==> src/rtl/calc_pkg.sv <==
// Shared op codes, FSM state encoding and default width for the calculator sequencer.
package calc_pkg;

   localparam int W_DEF = 8;

   localparam logic [3:0] OP_ADD  = 4'hA;
   localparam logic [3:0] OP_SUB  = 4'hB;
   localparam logic [3:0] OP_MOD3 = 4'hC;
   localparam logic [3:0] OP_EQ   = 4'hD;
   localparam logic [3:0] OP_CLR  = 4'hE;

   // 4'h0 is not a valid op, so it doubles as "chain empty"
   localparam logic [3:0] CHAIN_NONE = 4'h0;

   typedef enum logic [2:0] {
      IDLE   = 3'd0,
      A_ENT  = 3'd1,
      OP_ENT = 3'd2,
      B_ENT  = 3'd3,
      EXEC   = 3'd4,
      SHOW   = 3'd5,
      ERR    = 3'd6
   } state_t;

endpackage

==> src/rtl/calc_watchdog.sv <==
// Cycle counter that raises expired in the TIMEOUT-th enabled cycle since the last clear.
module calc_watchdog #(
   parameter int TIMEOUT = 16
) (
   input  logic clk,
   input  logic rst,
   input  logic clear,
   input  logic enable,
   output logic expired
);

   localparam int CW = $clog2(TIMEOUT + 1);

   logic [CW-1:0] cnt;

   assign expired = enable && (cnt == CW'(TIMEOUT - 1));

   always_ff @(posedge clk) begin
      if (rst || clear)
         cnt <= '0;
      else if (enable && !expired)
         cnt <= cnt + CW'(1);
   end

endmodule

==> src/rtl/calc_seq_ctrl.sv <==
// Keyboard-to-ALU sequencer: gathers A/op/B, starts the ALU, latches the result, chains ops.
module calc_seq_ctrl
   import calc_pkg::*;
#(
   parameter int W       = W_DEF,
   parameter int TIMEOUT = 16
) (
   input  logic         clk,
   input  logic         rst,
   input  logic         num_valid,
   input  logic [W-1:0] num_in,
   input  logic         op_valid,
   input  logic [3:0]   op_in,
   output logic [W-1:0] alu_a,
   output logic [W-1:0] alu_b,
   output logic [3:0]   alu_op,
   output logic         alu_start,
   input  logic         alu_done,
   input  logic [W-1:0] alu_result,
   input  logic         alu_flag,
   output logic [W-1:0] result,
   output logic         result_flag,
   output logic         result_valid,
   output logic         busy,
   output logic         err
);

   state_t         state, state_n;
   logic [W-1:0]   a_n, b_n, result_n;
   logic [3:0]     op_n, chain, chain_n;
   logic           flag_n, rv_n, start_n;
   logic           num_ev, is_clr, is_addsub, is_mod3, is_eq;
   logic           done_ok, expired;

   // An op pulse always shadows a simultaneous number entry
   assign num_ev    = num_valid && !op_valid;
   assign is_clr    = op_valid && (op_in == OP_CLR);
   assign is_addsub = op_valid && ((op_in == OP_ADD) || (op_in == OP_SUB));
   assign is_mod3   = op_valid && (op_in == OP_MOD3);
   assign is_eq     = op_valid && (op_in == OP_EQ);

   // done only counts once the start pulse has gone out
   assign done_ok = alu_done && !alu_start;

   assign busy = (state == EXEC);
   assign err  = (state == ERR);

   calc_watchdog #(.TIMEOUT(TIMEOUT)) u_wdog (
      .clk     (clk),
      .rst     (rst),
      .clear   (state != EXEC),
      .enable  (state == EXEC),
      .expired (expired)
   );

   always_comb begin
      state_n  = state;
      a_n      = alu_a;
      b_n      = alu_b;
      op_n     = alu_op;
      chain_n  = chain;
      result_n = result;
      flag_n   = result_flag;
      rv_n     = result_valid;

      if (is_clr) begin
         state_n  = IDLE;
         a_n      = '0;
         b_n      = '0;
         op_n     = '0;
         chain_n  = CHAIN_NONE;
         result_n = '0;
         flag_n   = 1'b0;
         rv_n     = 1'b0;
      end else begin
         unique case (state)
            IDLE: begin
               if (num_ev) begin
                  a_n     = num_in;
                  state_n = A_ENT;
               end
            end
            A_ENT: begin
               if (num_ev) begin
                  a_n = num_in;
               end else if (is_addsub) begin
                  op_n    = op_in;
                  state_n = OP_ENT;
               end else if (is_mod3) begin
                  op_n    = OP_MOD3;
                  state_n = EXEC;
               end else if (is_eq) begin
                  result_n = alu_a;
                  flag_n   = 1'b0;
                  rv_n     = 1'b1;
                  state_n  = SHOW;
               end
            end
            OP_ENT: begin
               if (num_ev) begin
                  b_n     = num_in;
                  rv_n    = 1'b0;
                  state_n = B_ENT;
               end else if (is_addsub) begin
                  op_n = op_in;
               end
            end
            B_ENT: begin
               if (num_ev) begin
                  b_n = num_in;
               end else if (is_eq) begin
                  chain_n = CHAIN_NONE;
                  state_n = EXEC;
               end else if (is_addsub) begin
                  chain_n = op_in;
                  state_n = EXEC;
               end
            end
            EXEC: begin
               if (done_ok) begin
                  result_n = alu_result;
                  flag_n   = alu_flag;
                  rv_n     = 1'b1;
                  if (chain != CHAIN_NONE) begin
                     a_n     = alu_result;
                     op_n    = chain;
                     chain_n = CHAIN_NONE;
                     state_n = OP_ENT;
                  end else begin
                     state_n = SHOW;
                  end
               end else if (expired) begin
                  rv_n    = 1'b0;
                  state_n = ERR;
               end
            end
            SHOW: begin
               if (num_ev) begin
                  a_n     = num_in;
                  rv_n    = 1'b0;
                  state_n = A_ENT;
               end else if (is_addsub) begin
                  a_n     = result;
                  op_n    = op_in;
                  state_n = OP_ENT;
               end else if (is_mod3) begin
                  a_n     = result;
                  op_n    = OP_MOD3;
                  state_n = EXEC;
               end
            end
            ERR: begin
               rv_n = 1'b0;
               if (num_ev) begin
                  a_n     = num_in;
                  state_n = A_ENT;
               end
            end
            default: state_n = IDLE;
         endcase
      end

      start_n = (state_n == EXEC) && (state != EXEC);
   end

   always_ff @(posedge clk) begin
      if (rst) begin
         state        <= IDLE;
         alu_a        <= '0;
         alu_b        <= '0;
         alu_op       <= '0;
         alu_start    <= 1'b0;
         chain        <= CHAIN_NONE;
         result       <= '0;
         result_flag  <= 1'b0;
         result_valid <= 1'b0;
      end else begin
         state        <= state_n;
         alu_a        <= a_n;
         alu_b        <= b_n;
         alu_op       <= op_n;
         alu_start    <= start_n;
         chain        <= chain_n;
         result       <= result_n;
         result_flag  <= flag_n;
         result_valid <= rv_n;
      end
   end

endmodule

==> config.mk <==
export PLATFORM = sky130hd
export DESIGN_NAME = calc_seq_ctrl
export DESIGN_NICKNAME = d
export VERILOG_FILES = /design/src/rtl/calc_pkg.sv /design/src/rtl/calc_watchdog.sv /design/src/rtl/calc_seq_ctrl.sv
export SDC_FILE = /design/constraint.sdc
export NUM_CORES = 1
export LEC_CHECK = 0
export BUFFER_PORTS_ARGS = -buffer_cell sky130_fd_sc_hd__buf_2
export CORE_AREA = 2 2 70 72
export DETAILED_ROUTE_END_ITERATION = 8
export DIE_AREA = 0 0 72 74
export PLACE_DENSITY = 0.87
export REMOVE_ABC_BUFFERS = 1
export SLEW_MARGIN = 20
export SYNTH_ARGS = -nofsm -noshare
export SYNTH_HDL_FRONTEND = slang
export SYNTH_HIERARCHICAL = 1
export SYNTH_SLANG_ARGS = --single-unit
==> constraint.sdc <==
create_clock -name clk -period 2.5 [get_ports clk]
set_input_delay 0.25 -clock clk [delete_from_list [all_inputs] [get_ports clk]]
set_output_delay 0.25 -clock clk [all_outputs]
set_load 0.05 [all_outputs]
==> summary.md <==
| Metric | Value |
|---|---|
| Finished Layout Cells | `380` |
| Cell area power density | `517 nW/um^2` |
| Crit start category | `flip-flop` |
| First-pass GRT wire length | `10.4 mm` |
| Antenna Cells | `0` |
| Yosys reg bits | `43` |
| First-pass DRT Iterations | `6` |
| Initial Util | `0.516` |
| Critical Path Fanout Max | `13` |
| Most frequent cell after synthesis | `dfxtp_1` |
| Clk root buf | `clkbuf_8` |
| RSZ-0062 raised after global routing | `false` |
| Post-CTS Repair Setup Buffers | `0` |
| Die W | `72 um` |
| Final Hold Vio Count | `0` |
| Initial antenna violation count | `0` |
| Clock insertion delay at the later pin of the skew report | `0.30 ns` |
| Ports | `59` |
| Post-synth cell types | `63` |
| P_leak | `1.11 nW` |
| Crit end category | `output pin` |
| Status | `complete, no violations` |
| Fin crit share | `0.853` |
| Critical Path RT | `2.25 ns` |
| GR Util All Layers | `0.246` |
| Share of the synthesized area in the top cell type | `0.363` |
| Clock Sinks | `43` |
| Skew final | `0.0125 ns` |
| Finish-stage setup viols | `0` |
| CTS resizes | `0` |
| RePlAce Congestion | `0.934` |
| Reg clk slew, reported paths | `0.09 ns` |
| Largest net degree at the start of global routing | `32` |
| Synth warn | `6` |
| Mapped Area | `2370 sq um` |
| Asr flop ratio synth | `0` |
| Max-slew violations | `0` |
| DR WL/cell | `16.6 um` |
| 1st-iter DRT viols | `262` |
| Total negative setup slack | `0 ns` |
| HP Class | `in2reg` |
| Crit path DAT | `1.88 ns` |
| Syn avg cell area | `8.99 sq um` |
| Layout cell share with drive strength beyond 1 | `0.325` |
| Detailed Place HPWL | `4.51 mm` |
| CTS tree | `yes` |
| CP Class | `reg2out` |
| Overall Power | `1.48 mW` |
| Via/cell ratio | `6.03` |
| DRC violations left | `0` |
| Die Area | `5330 sq um` |
| Post-DRT Antenna Nets | `0` |
| Slew of the pin with the lowest slew margin | `0.699 ns` |
| CTS Hold Buffers Added | `0` |
| Via count | `2293` |
| Fillers | `401` |
| Final critical-path required period | `2.13 ns` |
| Post-synth EDFFs | `0` |
| Rel. slew slack | `0.534` |
| Post-synth top cells | `dfxtp_1, nor2_1, mux2i_1, nand2_1, a211oi_1` |
| Vias in the first global route | `2145` |
| Routed WL | `6.30 mm` |
| # H-tree levels | `2` |
| TritonCTS buffer count | `5` |
| Post-synthesis sequential area ratio | `0.363` |
| Synth Flop Type | `dfxtp_1` |
| Placed cells | `372` |
| Port bufs | `58` |
| Synth area leaders | `dfxtp_1, mux2i_1, nor2_1` |
| GR Overflow Total | `0` |
| Layout area overhead | `20.2%` |
| Max cap viols | `0` |
| Nets | `353` |
| Height of the die | `74 um` |
| # rows | `25` |
| Fmax achieved | `469 MHz` |
| Mapped Cells | `264` |
| Worst VDD drop | `0.000387 V` |
| Core Footprint | `4600 sq um` |
| Post-synth top area cell | `dfxtp_1` |
| Max Root-Sink Buffers | `2` |
-- flip-flops by register name, summed over array words and instances (netlist names) --
register and flops:
alu_a 8, alu_b 8, result 8, u_wdog/cnt 5
alu_op 4, chain 4, state 3, alu_start 1
result_flag 1, result_valid 1
-- worst paths after layout --
path | depth (start not counted) | start | slack (ns) | endpoint
worst max-delay path | 5 | state[0] | 0.37 | busy
worst max register to register | 8 | u_wdog/cnt[0] | 0.38 | alu_start
worst min-delay path | 3 | alu_flag | 0.20 | result_flag
worst min register to register | 2 | result_flag | 0.48 | result_flag
-- layout make-up --
cell class | count | area (sq um) | share of cell area
clock buffer | 5 | 68.8 | 0.0241
timing repair buffer | 68 | 365 | 0.128
multi-input combinational | 201 | 1420 | 0.499
sequential | 43 | 861 | 0.302
inverter | 6 | 22.5 | 0.00789
clock inverter | 3 | 43.8 | 0.0154
tap | 54 | 67.6 | 0.0237
-- stage by stage --
stage	worst slack, ns	util	cell area (sq um)	hold WS [ns]
2_1_floorplan	0.206	-	2300	0.397
4_1_cts	0.398	0.620	2850	0.203
6_report	0.367	0.620	2850	0.197
3_5_place_dp	0.409	0.596	2740	0.467
5_1_grt	0.257	0.620	2850	0.203
3_3_place_gp	0.456	0.596	2740	0.457
-- worst max-delay path, stage by stage, from the launching register on --
cell and delay [ns]:
dfxtp_1 0.41, nor2b_2 0.29, nand2_2 0.16, inv_2 0.15, buf_4 0.26, buf_2 0.30
-- report_power, final --
part	switching, mW	total, mW	internal [mW]
registers	0.0121	0.710	0.697
logic	0.136	0.208	0.0725
clock network	0.260	0.558	0.298
total	0.408	1.48	1.07
-- cell usage in the layout (no fill, tap or decap), types with 5 or more instances in the layout --
cell type  synthesis  routed
buf_2              6      58
dfxtp_1           43      43
nor2_1            33      33
mux2i_1           18      18
nand2_1           13      13
a211oi_1          12      12
a21oi_1           11      11
nor3_1            10      10
buf_4              1      10
nand2b_1           9       9
o21ai_0            9       9
a222oi_1           8       8
a211oi_2           8       8
clkbuf_8           0       5
-- kinds of logic after synthesis --
kind of cell	Yosys count	share of synthesized area
compound gates	77	0.269
fa+ha+maj	2	0.0105
xor+xnor	2	0.00738
buf+inv	20	0.0395
flops	43	0.363
mux	18	0.0759
simple gates	102	0.235
-- layer usage --
metal / GRT usage / vias up / routed length, um
met2: 0.391 / 96 / 2990
met1: 0.337 / 1066 / 2730
met3: 0.0447 / 14 / 434
met5: 0 / - / 0
met4: 0.0901 / 0 / 140
li1: - / 1117 / -
Note: power is estimated with default switching activity, not from simulation.
